**config.mk**
```make
export PLATFORM = sky130hd
export DESIGN_NAME = mul_seq_ctrl
export DESIGN_NICKNAME = d
export VERILOG_FILES = /design/src/rtl/mul_seq_ctrl.sv
export SDC_FILE = /design/constraint.sdc
export NUM_CORES = 1
export LEC_CHECK = 0
export CAP_MARGIN = 20
export CORE_MARGIN = 4
export CORE_UTILIZATION = 52
export CTS_CLUSTER_SIZE = 28
export DETAILED_ROUTE_END_ITERATION = 8
export GPL_TIMING_DRIVEN = 0
export PLACE_DENSITY = 0.94
export REMOVE_ABC_BUFFERS = 1
export SYNTH_ARGS = -nofsm -noshare
export SYNTH_HDL_FRONTEND = slang
export SYNTH_SLANG_ARGS = --single-unit
```
**constraint.sdc**
```tcl
create_clock -name clk -period 2.5 [get_ports clk]
set_input_delay 0.25 -clock clk [delete_from_list [all_inputs] [get_ports clk]]
set_output_delay 0.25 -clock clk [all_outputs]
set_load 0.01 [all_outputs]
```
**src/rtl/mul_seq_ctrl.sv**
```systemverilog
// Multi-cycle MULT/MULTU sequencer that time-shares one external 32-bit adder.
// Sign-magnitude conversion, 32 shift-add steps, then 64-bit negation of the product.
module mul_seq_ctrl (
  input  logic        clk,
  input  logic        rst_n,
  input  logic        start,
  input  logic        is_signed,
  input  logic [31:0] op_a,
  input  logic [31:0] op_b,
  output logic        busy,
  output logic        done,
  output logic [31:0] hi,
  output logic [31:0] lo,
  output logic [31:0] add_a,
  output logic [31:0] add_b,
  output logic        add_cin,
  input  logic [31:0] add_sum,
  input  logic        add_cout
);

  localparam int unsigned W  = 32;
  localparam int unsigned CW = 6;

  typedef enum logic [2:0] {
    S_IDLE   = 3'd0,
    S_NEG_A  = 3'd1,
    S_NEG_B  = 3'd2,
    S_ITER   = 3'd3,
    S_NEG_LO = 3'd4,
    S_NEG_HI = 3'd5,
    S_DONE   = 3'd6
  } state_t;

  state_t          state_q, state_d;
  logic [W-1:0]    a_mag_q, a_mag_d;
  logic [W-1:0]    hi_w_q, hi_w_d;
  logic [W-1:0]    lo_w_q, lo_w_d;
  logic [CW-1:0]   cnt_q, cnt_d;
  logic            sgn_q, sgn_d;
  logic            neg_q, neg_d;
  logic            cy_q, cy_d;
  logic [W-1:0]    hi_q, hi_d;
  logic [W-1:0]    lo_q, lo_d;
  logic            busy_q, busy_d;
  logic            done_q, done_d;
  logic            sa_c, sb_c;

  // Next-state, datapath updates and adder operand muxing
  always_comb begin
    state_d = state_q;
    a_mag_d = a_mag_q;
    hi_w_d  = hi_w_q;
    lo_w_d  = lo_w_q;
    cnt_d   = cnt_q;
    sgn_d   = sgn_q;
    neg_d   = neg_q;
    cy_d    = cy_q;
    add_a   = '0;
    add_b   = '0;
    add_cin = 1'b0;
    sa_c    = sgn_q & a_mag_q[W-1];
    sb_c    = sgn_q & lo_w_q[W-1];

    case (state_q)
      S_IDLE: begin
        if (start) begin
          a_mag_d = op_a;
          lo_w_d  = op_b;
          hi_w_d  = '0;
          cnt_d   = '0;
          cy_d    = 1'b0;
          sgn_d   = is_signed;
          neg_d   = is_signed & (op_a[W-1] ^ op_b[W-1]);
          state_d = is_signed ? S_NEG_A : S_ITER;
        end
      end
      S_NEG_A: begin
        add_a   = sa_c ? ~a_mag_q : a_mag_q;
        add_cin = sa_c;
        a_mag_d = add_sum;
        state_d = S_NEG_B;
      end
      S_NEG_B: begin
        add_a   = sb_c ? ~lo_w_q : lo_w_q;
        add_cin = sb_c;
        lo_w_d  = add_sum;
        state_d = S_ITER;
      end
      S_ITER: begin
        // Partial product accumulates in hi_w; multiplier bits shift out of lo_w
        add_a  = hi_w_q;
        add_b  = lo_w_q[0] ? a_mag_q : '0;
        hi_w_d = {add_cout, add_sum[W-1:1]};
        lo_w_d = {add_sum[0], lo_w_q[W-1:1]};
        cnt_d  = cnt_q + CW'(1);
        if (cnt_q == CW'(W - 1)) begin
          state_d = sgn_q ? S_NEG_LO : S_DONE;
        end
      end
      S_NEG_LO: begin
        add_a   = neg_q ? ~lo_w_q : lo_w_q;
        add_cin = neg_q;
        lo_w_d  = add_sum;
        cy_d    = add_cout;
        state_d = S_NEG_HI;
      end
      S_NEG_HI: begin
        add_a   = neg_q ? ~hi_w_q : hi_w_q;
        add_cin = neg_q & cy_q;
        hi_w_d  = add_sum;
        state_d = S_DONE;
      end
      S_DONE: begin
        state_d = S_IDLE;
      end
      default: begin
        state_d = S_IDLE;
      end
    endcase

    hi_d = hi_q;
    lo_d = lo_q;
    if ((state_d == S_DONE) && (state_q != S_DONE)) begin
      hi_d = hi_w_d;
      lo_d = lo_w_d;
    end
    busy_d = (state_d != S_IDLE);
    done_d = (state_d == S_DONE);
  end

  // State and datapath registers with synchronous active-low reset
  always_ff @(posedge clk) begin
    if (!rst_n) begin
      state_q <= S_IDLE;
      a_mag_q <= '0;
      hi_w_q  <= '0;
      lo_w_q  <= '0;
      cnt_q   <= '0;
      sgn_q   <= 1'b0;
      neg_q   <= 1'b0;
      cy_q    <= 1'b0;
      hi_q    <= '0;
      lo_q    <= '0;
      busy_q  <= 1'b0;
      done_q  <= 1'b0;
    end else begin
      state_q <= state_d;
      a_mag_q <= a_mag_d;
      hi_w_q  <= hi_w_d;
      lo_w_q  <= lo_w_d;
      cnt_q   <= cnt_d;
      sgn_q   <= sgn_d;
      neg_q   <= neg_d;
      cy_q    <= cy_d;
      hi_q    <= hi_d;
      lo_q    <= lo_d;
      busy_q  <= busy_d;
      done_q  <= done_d;
    end
  end

  assign busy = busy_q;
  assign done = done_q;
  assign hi   = hi_q;
  assign lo   = lo_q;

endmodule

```
==> impl_metrics.py, run 1 <==
metrics = {
    "detailed_routing": {
        "drtIter0Drc": 1314,
        "drt-pass1-iter-count": 6,
        "wl_per_cell_um": 25.3,
        "via_per_inst": 6.80,
        "drc_errors": 0,
        "ant_nets": 0,
        "vias": 11700,
        "drt-total-wl_mm": 43.5,
    },
    "synth": {
        "synth_edf_count": 0,
        "syn_avg_cell_area_um2": 8.60,
        "synth_cells": 1245,
        "synth_top_area_cell": "dfxtp_1",
        "async_flop_share": 0,
        "yosysWarnings": 0,
        "synth_area_leaders": "dfxtp_1, nand2_1, a22o_1",
        "yosysUniqueCellTypes": 47,
        "yosysSeqAreaShare": 0.325,
        "ys_ff_latch": 174,
        "ys.flop_type": "dfxtp_1",
        "synth_top_area_share": 0.325,
        "syn_area_um2": 10700,
    },
    "sta": {
        "slew_violations": 0,
        "hold_viol_final": 0,
        "tns_ps": 0,
        "min_period_ps": 2460,
        "rsz0062_at_grt": "no",
        "period_share": 0.985,
        "fmax_mhz": 406,
        "fin_worst_skew_ps": 17.6,
        "setup_viol": 0,
        "worstMarginPinSlew_ps": 1100,
        "maxSlewHeadroom": 0.263,
    },
    "setup_path": {
        "reg2reg_slack_ps": 110,
        "worstPathArrival_ps": 2210,
        "criticalPathCategory": "reg2out",
        "path_delay_family": "buffers and inverters",
        "worst-path-max-fanout": 18,
        "endpoint_kind": "primary output",
        "start_kind": "register",
        "critPathRequiredTime_ps": 2250,
        "crit_start": "sgn_q$_SDFFE_PN0P_",
        "slowest_delay_ps": 400,
        "path_cells": "nand2_8 -> buf_16 -> xor2_1 -> o21ai_1 -> a221o_1 -> dlygate4sd2_1",
        "slowest_stage": "dfxtp_4",
        "rr_startpoint": "state_q[0]$_SDFF_PN0_",
        "crit_buf_inv": 2,
    },
    "clock_tree": {
        "cts_sinks": 174,
        "htreeDepth": 4,
        "root_buffer": "clkbuf_16",
        "cts_buffers": 17,
        "cts_max_path_buffers": 2,
        "clk_pin_slew_ps": 70,
        "insertion_delay_ps": 440,
        "tritoncts": "built",
        "hold_buffers": 0,
    },
    "min_path": {
        "min-delay-path-class": "in2reg",
        "min_from": "op_a[24]",
    },
    "cells_and_area": {
        "antennaDiodeCount": 0,
        "num-fill-cells": 1436,
        "layout.cells.non_filler": 1717,
        "nNetsFinal": 1536,
        "final_layout_size_suffix_gt1_frac": 0.102,
        "area_growth_pct": 37.0,
    },
    "placed_design": {
        "finalWeightedCongestion": 0.836,
        "hpwl_mm": 23.1,
        "port_buffers": 231,
        "dp.cells": 1635,
    },
    "floorplanning": {
        "dieArea_um2": 22900,
        "core_um2": 20200,
        "rows": 52,
        "fp.dieH_um": 151,
        "pin_count": 232,
        "die_w_um": 151,
        "start_util": 0.529,
    },
    "run": {
        "maxCapViolCount": 0,
    },
    "grt": {
        "grt-ovfl-total": 0,
        "grt_use_total": 0.362,
        "antenna_found_initial": 0,
        "grt_pass1_wl_mm": 64.2,
        "grt_max_degree": 75,
        "grt_pass1_vias": 11500,
    },
    "power_and_ir_drop": {
        "share_seq_of_total_power": 0.383,
        "p_sw_frac": 0.300,
        "p_sw_uw": 2420,
        "p_comb_frac": 0.244,
        "clockPowerShare": 0.373,
        "peakVddDrop_mv": 0.459,
        "pwr_density_cell_nw_per_um2": 549,
        "p_int_uw": 5640,
        "p_leak_uw": 0.00587,
    },
    "run_status": {
        "outcome": "completed",
    },
}
## cells in the mapped netlist (all sizes together), types with 2 or more instances
master,instances
a22oi,31
nand3b,35
and3,2
a221o,31
o211ai,32
clkbuf,56
xnor2,32
a32oi,2
nand3,33
a32o,33
o21ai,32
a211o,32
buf,79
a31oi,34
inv,2
nand2b,4
nor3,2
xor2,63
nor2b,4
mux2i,33
nor2,76
nand2,170
dfxtp,174
a311oi,33
a21boi,32
a211oi,2
nor3b,3
a21oi,10
and2,65
a22o,64
mux2,34
## state kept, by name (all words and copies together), names as in the netlist
register  cells
lo           32
done          1
state_q       3
neg_q         1
lo_w_q       32
hi           32
cy_q          1
sgn_q         1
hi_w_q       32
cnt_q         6
busy          1
a_mag_q      32
## final timing paths
path	end	cells after the start
setup / recovery	add_a[2]	6
hold / removal	a_mag_q[24]$_SDFFE_PN0P_	3
setup reg to reg	cnt_q[4]$_SDFFE_PN0P_	7
hold reg to reg	lo[29]$_SDFFE_PN0P_	1
## cells by family (layout without fill, tap and decap cells)
family / Yosys count / in the layout / synth area share
fa+ha+maj: 1 / 1 / 0.00117
buf+inv: 137 / 334 / 0.0691
flops: 174 / 174 / 0.325
simple gates: 398 / 402 / 0.180
xor+xnor: 95 / 95 / 0.0778
mux: 67 / 67 / 0.0666
compound gates: 373 / 374 / 0.280
## power by group through the flow
stage          sequential, uW  clock [uW]  combinational [uW]
2_1_floorplan            3160           0                 891
3_5_place_dp             3170           0                1610
4_1_cts                  3080        2980                1900
5_1_grt                  3100        3120                2060
6_report                 3090        3000                1960
3_3_place_gp             3230           0                1430
## per-layer routing
layer / global-route usage / vias to the layer above / share of wire
li1: - / 4975 / -
met2: 0.563 / 999 / 0.45
met4: 0.204 / 0 / 0.051
met3: 0.101 / 212 / 0.13
met5: 0 / - / 0
met1: 0.450 / 5487 / 0.37
## tightest hold or removal path: stages
cell and delay, ps:
clkdlybuf4s50_1 390, nand2_1 50, a311oi_1 70
## stage by stage
step	setup WS, ps	utilization	total power, uW	hold slack, ps	instance area (um2)
4_1_cts	5.49	0.722	7960	381	14600
3_3_place_gp	-9890	0.624	4670	455	12600
6_report	37.0	0.725	8050	378	14700
2_1_floorplan	-5150	-	4050	368	9970
5_1_grt	1.74	0.725	8280	393	14700
3_5_place_dp	-1400	0.653	4790	454	13200
## repair_timing
item | CTS | global route
gates resized for setup | 104 | 7
setup endpoints to repair | 215 | 77
pin swaps | 2 | 1
endpoints found under the hold margin | 0 | 0
setup buffers | 27 | 7
cloned | 16 | 1
## cell usage in the layout (no fill, tap or decap), types with 33 or more instances in the layout
| master | instances |
|---|---|
| nand2_1 | 168 |
| dfxtp_1 | 167 |
| clkdlybuf4s50_1 | 165 |
| nor2_1 | 73 |
| and2_1 | 65 |
| a22o_1 | 64 |
| xor2_1 | 63 |
| dlygate4sd2_1 | 59 |
| nand3b_1 | 35 |
| a31oi_1 | 34 |
| nand3_1 | 33 |
| a32o_1 | 33 |
| a311oi_1 | 33 |
## layout make-up
type	instances	area (um2)	area share
clock buffer	24	502	0.0342
clock inverter	8	151	0.0103
inverter	2	10.0	0.000683
multi-input combinational	939	6670	0.455
sequential	174	3500	0.239
tap	270	338	0.0230
timing repair buffer	300	3490	0.238
(Power assumes the default switching activity.)
==> run 2: changes to the inputs <==
--- a/config.mk
+++ b/config.mk
@@ -10,8 +10,10 @@
 export CORE_UTILIZATION = 52
 export CTS_CLUSTER_SIZE = 28
 export DETAILED_ROUTE_END_ITERATION = 8
+export GPL_ROUTABILITY_DRIVEN = 0
 export GPL_TIMING_DRIVEN = 0
-export PLACE_DENSITY = 0.94
+export MAX_ROUTING_LAYER = met4
+export PLACE_DENSITY = 0.92
 export REMOVE_ABC_BUFFERS = 1
 export SYNTH_ARGS = -nofsm -noshare
 export SYNTH_HDL_FRONTEND = slang
==> run 2 against run 1 <==
Against the previous run: the run now ends with negative setup slack left; utilization fell by 0.15 points; via count up 0.32%; clock skew decreased by 9.4 ps; final cell count barely moved; count of clock-buffer cells in the layout fell by 4; worst setup slack worse by 45 ps; total power shrank 2.7%; global-route usage grew 1.2 points; die area stayed put; non-clock buffer count rose by 2; combinational power hardly changed; register-to-register slack got worse by 100 ps; largest cell class unchanged; largest power group unchanged.
==> impl_metrics.py, run 2 (synthesis results as in run 1) <==
metrics = {
    "clock_tree": {
        "htreeDepth": 4,
        "insertion_delay_ps": 430,
        "hold_buffers": 0,
        "cts_buffers": 17,
        "cts_sinks": 174,
        "cts_max_path_buffers": 2,
        "clk_pin_slew_ps": 70,
        "root_buffer": "clkbuf_16",
        "tritoncts": "built",
    },
    "cells_and_area": {
        "layout.cells.non_filler": 1716,
        "area_growth_pct": 36.7,
        "final_common_cell": "nand2_1",
        "nNetsFinal": 1535,
        "final_layout_size_suffix_gt1_frac": 0.114,
        "final_core_util": 0.723,
        "mostFrequentLayoutCells": "nand2_1, dfxtp_1, clkdlybuf4s50_1, nor2_1",
    },
    "detailed_routing": {
        "vias": 11700,
        "drt-pass1-iter-count": 6,
        "via_per_inst": 6.82,
        "drc_errors": 0,
        "wl_per_cell_um": 25.3,
        "drtIter0Drc": 1351,
        "drt-total-wl_mm": 43.5,
        "ant_nets": 0,
    },
    "grt": {
        "grt_max_degree": 75,
        "grt_use_total": 0.374,
        "grt-ovfl-total": 0,
        "grt_pass1_wl_mm": 65.0,
        "grt_pass1_vias": 11600,
        "antenna_found_initial": 1,
    },
    "run_status": {
        "failed_checks": "negative setup slack",
        "outcome": "finished with violations",
    },
    "setup_path": {
        "cp_common_cell": "buf_12",
        "r2r_cells": 9,
        "worst-path-max-fanout": 17,
        "critPathRequiredTime_ps": 2250,
        "start_kind": "register",
        "reg2reg_to": "lo[4]$_SDFFE_PN0P_",
        "criticalPathCategory": "reg2out",
        "path_cells": "buf_12 -> buf_4 -> nor2b_4 -> buf_12 -> and3_4 -> buf_8 -> and2_1 -> clkdlybuf4s15_2",
        "rr_startpoint": "state_q[0]$_SDFF_PN0_",
        "crit_buf_inv": 5,
        "slowest_stage": "dfxtp_4",
        "reg2reg_slack_ps": 10,
        "worstPathArrival_ps": 2260,
        "path_delay_family": "buffers and inverters",
        "slowest_delay_ps": 370,
        "endpoint_kind": "primary output",
    },
    "placed_design": {
        "port_buffers": 231,
        "post-place-ws_ps": -1210,
        "dp.cells": 1638,
        "hpwl_mm": 24.1,
    },
    "sta": {
        "min_period_ps": 2510,
        "maxSlewHeadroom": 0.352,
        "setup_ws_ps": -8.27,
        "fin_worst_skew_ps": 8.13,
        "period_share": 1.00,
        "slew_violations": 0,
        "hold_viol_final": 0,
        "worstMarginPinSlew_ps": 973,
        "fmax_mhz": 399,
        "whs_ps": 380,
        "setup_viol": 1,
    },
    "run": {
        "maxCapViolCount": 0,
    },
    "min_path": {
        "min_from": "op_a[7]",
        "worst_hold_path.endpoint": "a_mag_q[7]$_SDFFE_PN0P_",
        "min-delay-path-class": "in2reg",
        "hold_path_depth": 3,
    },
    "floorplanning": {
        "start_util": 0.529,
        "fp.dieH_um": 151,
        "die_w_um": 151,
        "rows": 52,
        "pin_count": 232,
        "dieArea_um2": 22900,
        "core_um2": 20200,
    },
    "power_and_ir_drop": {
        "peakVddDrop_mv": 0.421,
        "p_leak_uw": 0.00574,
        "pwr_density_cell_nw_per_um2": 535,
    },
}
run 2: worst max-delay path by stage:
stage / startpoint / endpoint / depth (start not counted)
6_report: state_q[2]$_SDFF_PN0_ / add_b[24] / 8
5_1_grt: state_q[0]$_SDFF_PN0_ / add_a[3] / 6
4_1_cts: state_q[2]$_SDFF_PN0_ / add_b[20] / 10
3_5_place_dp: state_q[1]$_SDFF_PN0_ / add_b[24] / 8
3_3_place_gp: state_q[0]$_SDFF_PN0_ / add_a[21] / 5
2_1_floorplan: state_q[0]$_SDFF_PN0_ / add_a[0] / 4
run 2: what timing repair did:
item                                    CTS  global route
resized for setup                       155             4
buffers inserted                         27             8
pin swaps                                 2             1
endpoints found under the setup margin  167            34
cloned                                   13             1
run 2: metrics by stage:
stage / TNS (ps) / power [uW] / area (um2)
after floorplan: -932270 / 4050 / 9970
after global placement: -1826110 / 4670 / 12600
after detailed placement: -97580 / 4790 / 13300
after CTS: -330 / 7710 / 14600
after global routing: -3.18 / 8030 / 14600
final: -8.27 / 7830 / 14600
run 2: tightest hold or removal path, stage by stage:
cell             delay [ps]
clkdlybuf4s50_1         390
nand2_1                  50
a311oi_1                 70
run 2: layout make-up:
| class | count | area [um2] |
|---|---|---|
| antenna | 1 | 2.50 |
| sequential | 174 | 3500 |
| clock buffer | 20 | 457 |
| timing repair buffer | 302 | 3520 |
| fill | 1424 | 5600 |
| multi-input combinational | 936 | 6670 |
| tap | 270 | 338 |
| clock inverter | 11 | 130 |
| inverter | 2 | 10.0 |
run 2: per-layer routing:
layer | share of wire | GRT usage | wire length, um | vias up
met1 | 0.38 | 0.471 | 16600 | 5521
met4 | 0.047 | 0.187 | 2060 | 0
met5 | 0 | - | 0 | -
met2 | 0.45 | 0.569 | 19600 | 1002
li1 | - | - | - | 4966
met3 | 0.12 | 0.0803 | 5260 | 221
run 2: where the power goes:
| part | internal [uW] | switching (uW) | leakage (uW) |
|---|---|---|---|
| logic | 906 | 1050 | 0.00404 |
| registers | 2910 | 182 | 0.00142 |
| clock network | 1540 | 1240 | 0.000280 |
| total | 5350 | 2480 | 0.00574 |
